[config.mk]
export PLATFORM = sky130hd
export DESIGN_NAME = sfr_serial_tx
export DESIGN_NICKNAME = d
export VERILOG_FILES = /design/src/rtl/sfr_serial_tx.sv
export SDC_FILE = /design/constraint.sdc
export NUM_CORES = 1
export LEC_CHECK = 0
export CELL_PAD_IN_SITES_DETAIL_PLACEMENT = 1
export CELL_PAD_IN_SITES_GLOBAL_PLACEMENT = 1
export CORE_MARGIN = 5
export CORE_UTILIZATION = 38
export CTS_CLUSTER_DIAMETER = 80
export CTS_CLUSTER_SIZE = 25
export DETAILED_ROUTE_END_ITERATION = 7
export GPL_ROUTABILITY_DRIVEN = 1
export PLACE_DENSITY = 0.79
export SETUP_SLACK_MARGIN = 0.1
export SYNTH_ARGS = -nofsm -noshare
export SYNTH_HDL_FRONTEND = slang
export SYNTH_SLANG_ARGS = --single-unit
[constraint.sdc]
create_clock -name clock -period 3.4 [get_ports clock]
set_clock_uncertainty 0.05 [all_clocks]
set_input_delay 0.68 -clock clock [delete_from_list [all_inputs] [get_ports clock]]
set_output_delay 0.68 -clock clock [all_outputs]
set_load 0.05 [all_outputs]
[src/rtl/sfr_serial_tx.sv]
// SFR write mirror: captures one-hot SFR stores into a small FIFO and shifts each
// {index, value} entry out as a 21-bit framed serial word (start 0, stop 1).
module sfr_serial_tx #(
  parameter int DEPTH = 4,
  parameter int DIV   = 4
) (
  input  logic                     clock,
  input  logic                     reset,
  input  logic [63:0]              data,
  input  logic [31:0]              address,
  input  logic                     mem_write,
  output logic                     ser_out,
  output logic                     busy,
  output logic                     fifo_empty,
  output logic                     fifo_full,
  output logic [$clog2(DEPTH):0]   fifo_count,
  output logic                     overflow
);

  localparam int AW = $clog2(DEPTH);
  localparam int PW = AW + 1;
  localparam int DW = (DIV > 1) ? $clog2(DIV) : 1;

  typedef enum logic {IDLE, SHIFT} state_t;

  state_t          state_q, state_d;
  logic [PW-1:0]   wr_ptr_q, wr_ptr_d;
  logic [PW-1:0]   rd_ptr_q, rd_ptr_d;
  logic [18:0]     mem_q [DEPTH];
  logic [19:0]     shift_q, shift_d;
  logic [DW-1:0]   div_cnt_q, div_cnt_d;
  logic [4:0]      bit_cnt_q, bit_cnt_d;
  logic            ser_out_q, ser_out_d;
  logic            busy_q, busy_d;
  logic            overflow_q, overflow_d;

  logic [7:0]      sel;
  logic [2:0]      sel_idx;
  logic            wr_req;
  logic            push;
  logic            pop;
  logic            drop;
  logic [18:0]     head;
  logic            unused_ok;

  assign unused_ok = ^{data[63:16], address[31:19], address[9:0]};

  assign sel    = address[17:10];
  assign wr_req = mem_write && (|sel);
  assign head   = mem_q[rd_ptr_q[AW-1:0]];

  assign fifo_count = wr_ptr_q - rd_ptr_q;
  assign fifo_empty = (wr_ptr_q == rd_ptr_q);
  assign fifo_full  = (wr_ptr_q[AW] != rd_ptr_q[AW]) &&
                      (wr_ptr_q[AW-1:0] == rd_ptr_q[AW-1:0]);

  // Lowest set select bit wins when several are asserted.
  always_comb begin
    sel_idx = 3'd0;
    for (int i = 7; i >= 0; i--) begin
      if (sel[i]) sel_idx = 3'(i);
    end
  end

  always_comb begin
    state_d   = state_q;
    shift_d   = shift_q;
    div_cnt_d = div_cnt_q;
    bit_cnt_d = bit_cnt_q;
    ser_out_d = ser_out_q;
    busy_d    = busy_q;
    pop       = 1'b0;

    case (state_q)
      IDLE: begin
        if (!fifo_empty) pop = 1'b1;
      end
      SHIFT: begin
        if (div_cnt_q == DW'(DIV - 1)) begin
          div_cnt_d = '0;
          if (bit_cnt_q == 5'd20) begin
            if (!fifo_empty) begin
              pop = 1'b1;
            end else begin
              state_d   = IDLE;
              ser_out_d = 1'b1;
              busy_d    = 1'b0;
            end
          end else begin
            bit_cnt_d = bit_cnt_q + 5'd1;
            ser_out_d = shift_q[0];
            shift_d   = {1'b1, shift_q[19:1]};
          end
        end else begin
          div_cnt_d = div_cnt_q + DW'(1);
        end
      end
      default: state_d = IDLE;
    endcase

    // Popping drives the start bit now; the remaining 20 bits wait in shift_q.
    if (pop) begin
      state_d   = SHIFT;
      ser_out_d = 1'b0;
      busy_d    = 1'b1;
      div_cnt_d = '0;
      bit_cnt_d = '0;
      shift_d   = {1'b1, head[15:0], head[18:16]};
    end
  end

  always_comb begin
    push       = wr_req && (!fifo_full || pop);
    drop       = wr_req && fifo_full && !pop;
    wr_ptr_d   = wr_ptr_q + PW'(push);
    rd_ptr_d   = rd_ptr_q + PW'(pop);
    overflow_d = overflow_q;
    if (drop) begin
      overflow_d = 1'b1;
    end else if (mem_write && address[18]) begin
      overflow_d = 1'b0;
    end
  end

  always_ff @(posedge clock or negedge reset) begin
    if (!reset) begin
      state_q    <= IDLE;
      wr_ptr_q   <= '0;
      rd_ptr_q   <= '0;
      shift_q    <= '1;
      div_cnt_q  <= '0;
      bit_cnt_q  <= '0;
      ser_out_q  <= 1'b1;
      busy_q     <= 1'b0;
      overflow_q <= 1'b0;
    end else begin
      state_q    <= state_d;
      wr_ptr_q   <= wr_ptr_d;
      rd_ptr_q   <= rd_ptr_d;
      shift_q    <= shift_d;
      div_cnt_q  <= div_cnt_d;
      bit_cnt_q  <= bit_cnt_d;
      ser_out_q  <= ser_out_d;
      busy_q     <= busy_d;
      overflow_q <= overflow_d;
    end
  end

  always_ff @(posedge clock) begin
    if (push) mem_q[wr_ptr_q[AW-1:0]] <= {sel_idx, data[15:0]};
  end

  assign ser_out  = ser_out_q;
  assign busy     = busy_q;
  assign overflow = overflow_q;

endmodule

==> results by group <==
Outcome
  – Status: finished, final reports clean

Detailed routing
  – Routed wire per std cell: 19.0 um
  – Post-detailed-route count of antenna-violating nets: 0
  – M1 wire length: around 4300 um
  – Vias: around 2900
  – WL met3: ~220 um
  – Vias per inst: 5.39
  – Top sig layer: met4
  – Met2 WL: roughly 5500 um
  – Drt initial violations: about 150
  – Final WL: 10200 um
  – DR pass1 iterations: 4
  – DRC violation count after routing: 0

STA
  – Final setup fails: 0
  – Worst slew pin tran: approximately 540 ps
  – Pins over their slew limit: 0
  – RSZ-0062 raised after global routing: false
  – Final worst slack: 595 ps
  – Max_slew headroom: roughly 64%
  – Peak Freq: roughly 360 MHz
  – Final Hold Vio Count: 0
  – Minimum clock period: 2800 ps
  – Final period util: approximately 82%

Placement
  – Area after DPL: between 0.005 and 0.006 sq mm
  – # port buffers: 35
  – Dpl ws: slightly above 600 ps
  – Placer Congestion: between 0.7 and 0.8
  – DP HPWL: 6400 um

Final layout
  – Multi-input gate area: approximately 0.0016 sq mm
  – Total Nets Final: 464
  – Layout cells sized above 1: between 20% and 30%
  – FF/Latch Area: 0.00321 sq mm
  – Final instance area: 0.00587 sq mm
  – Fillers: between 1000 and 1500
  – Inserted Diodes: 0
  – Layout Area Growth over Synthesis: 17.1%

Clocking
  – Hold-fix buffers, CTS: 0
  – Worst-path clk slew: 80 ps
  – CTS buffer count: 9
  – Post_cts resized: 0
  – Clock Root Buffer: clkbuf_16
  – TritonCTS Sinks: ~110
  – CTS tree: yes
  – H-tree Lvls: 3
  – Clock buffer depth: 2
  – Latest clock arrival within the worst-skew pair: 340 ps
  – Post-CTS Setup Inserts: 0

Floorplanning
  – Initial Util: a little under two fifths
  – Core area: 0.0131 sq mm
  – Die X: 125 um
  – Die area: between 0.015 and 0.02 sq mm
  – IO Pins: 107
  – Die height: 125 um
  – Rows: 42

Synth
  – Main synth FF type: edfxtp_1
  – Mapped cell area: approximately 0.0050 sq mm
  – EDFF count, synth: between 70 and 80
  – Post-synth ARST share: between 30 and 40%
  – #FFs+latches synth: around 110
  – Post-synthesis instance total: approximately 320
  – Largest area contributor in the netlist: edfxtp_1
  – Netlist cell types: 47
  – Syn_area_per_cell: 15.8 sq um
  – Post-synth top area share: between 40 and 50%
  – Area contributors post-synth: edfxtp_1, dfstp_2, dfrtp_1
  – Ys Warns: 0
  – Part of the Yosys area used for sequential elements: between 60% and 70%
  – Total nets after synthesis: about 430

GRT
  – First-pass GRT wire length: between 15000 and 20000 um
  – Antenna violations before repair: 0
  – Total congestion overflow: 0
  – Largest net degree at the start of global routing: 46
  – Vias in the first global route: ~3200
  – Total GRT Usage: 13.4%

Run
  – Max cap viols: 0

Min path
  – Hold Crit Endpoint: div_cnt_q[0]$_DFFE_PN0P_
  – Hold Path Depth: 1
  – Hold WC Path Type: flop to flop
  – Hold wc startpoint: div_cnt_q[0]$_DFFE_PN0P_

Setup path
  – Critical Path RT: approximately 2700 ps
  – RR Endpoint: mem_q[1][13]$_DFFE_PP_
  – Data arrival time of the critical path: 2070 ps
  – CP Class: flop to output port
  – Worst-path fanout max: 4
  – CP Capture Type: output port
  – Worst r2r path cells: 7
  – FF-to-FF Start: wr_ptr_q[0]$_DFF_PN0_
  – CP Launch Type: flop
  – Flop2flop setup slack: about 1100 ps

Power
  – Pwr Density: about 830 mW/mm^2
  – VDD IR max: ~0.39 mV
  – Static leakage: about 2.0 nW
==> metal layers <==
metal / global-route usage, % / up-vias
li1: - / 1327
met1: 15.9 / 1525
met2: 24.9 / 30
met3: 2.19 / 9
met4: 3.95 / 0
met5: 0 / -
==> power breakdown <==
group	internal, mW	switching [mW]	leakage, nW	total (mW)
clock	0.639	0.461	0.153	1.10
combinational	0.695	0.998	0.724	1.69
sequential	1.88	0.185	1.10	2.06
==> layout make-up <==
cell class                 count  area share (%)
multi-input combinational    174            27.6
clock inverter                 7            1.47
inverter                      11           0.704
tap                          176            3.75
timing repair buffer          47            7.98
sequential                   112            54.7
clock buffer                   9            3.84
==> critical path, cell delays in order, from the launching register on <==
cell,delay [ps]
dfrtp_1,420
inv_1,120
ha_1,330
inv_1,60
clkdlybuf4s50_1,790
==> worst max-delay path by stage <==
| stage | start | end | slack (ps) | cells past startpoint |
|---|---|---|---|---|
| 5_1_grt | wr_ptr_q[0]$_DFF_PN0_ | fifo_count[0] | 510 | 4 |
| 3_3_place_gp | address[11] | wr_ptr_q[2]$_DFF_PN0_ | 690 | 8 |
| 6_report | wr_ptr_q[0]$_DFF_PN0_ | fifo_count[0] | 600 | 4 |
| 4_1_cts | wr_ptr_q[0]$_DFF_PN0_ | fifo_count[0] | 570 | 4 |
| 3_5_place_dp | address[11] | wr_ptr_q[2]$_DFF_PN0_ | 610 | 8 |
| 2_1_floorplan | rd_ptr_q[1]$_DFF_PN0_ | mem_q[1][0]$_DFFE_PP_ | -150 | 7 |
==> cell usage in the layout, fill, tap and decap left out, drive strengths merged <==
cell	instances
a211o	1
a211oi	1
a21bo	1
a21boi	1
a21oi	26
a32o	2
and4b	1
buf	16
bufinv	2
clkbuf	9
clkdlybuf4s50	31
clkinv	4
clkinvlp	1
dfrtp	16
dfstp	20
edfxtp	76
fa	1
ha	9
inv	11
mux2i	1
mux4	19
nand2	8
nand2b	22
nand3	1
nand4	2
nand4b	1
nor2	9
nor2b	1
nor3	8
nor4	2
o211ai	1
o21ai	9
o21bai	1
o22ai	20
o311ai	1
o32ai	18
or3	2
xnor2	2
xor2	3
==> state kept, by name (all words and copies together) (netlist names) <==
signal / cells
wr_ptr_q: 3
overflow: 1
bit_cnt_q: 5
shift_q: 19
div_cnt_q: 2
mem_q: 76
ser_out: 1
busy: 1
rd_ptr_q: 3
state_q: 1
==> metrics by stage <==
stage | power [mW] | hold WS [ps] | setup TNS, ps | util (%) | cells
final | 4.85 | 450 | 0 | 44.8 | 536
after detailed placement | 3.81 | 442 | 0 | 42.4 | 520
after global placement | 3.72 | 424 | 0 | 42.4 | 520
after CTS | 4.91 | 451 | 0 | 44.8 | 536
after floorplan | 3.22 | 334 | -11390 | - | 318
after global routing | 5.10 | 466 | 0 | 44.8 | 536
==> Yosys cell counts (all sizes together), types with 3 or more instances <==
cell    instances
edfxtp         76
a21oi          26
nand2b         22
dfstp          20
o22ai          20
mux4           19
o32ai          18
dfrtp          16
buf            13
inv            11
ha              9
nor2            9
o21ai           9
clkbuf          8
nand2           8
nor3            8
xor2            3
==> cells by family (layout without fill, tap and decap cells) <==
group	after synthesis	count (layout)	share of synthesized area (%)
AOI/OAI and AO/OA	82	82	12.8
xor gates and xnor gates	5	5	1.02
adders and majority gates	10	10	2.65
buffers and inverters	32	74	4.10
DFF	112	112	64.0
muxes	20	20	9.19
and+or+nand+nor	57	57	6.22
(Power assumes the default switching activity.)
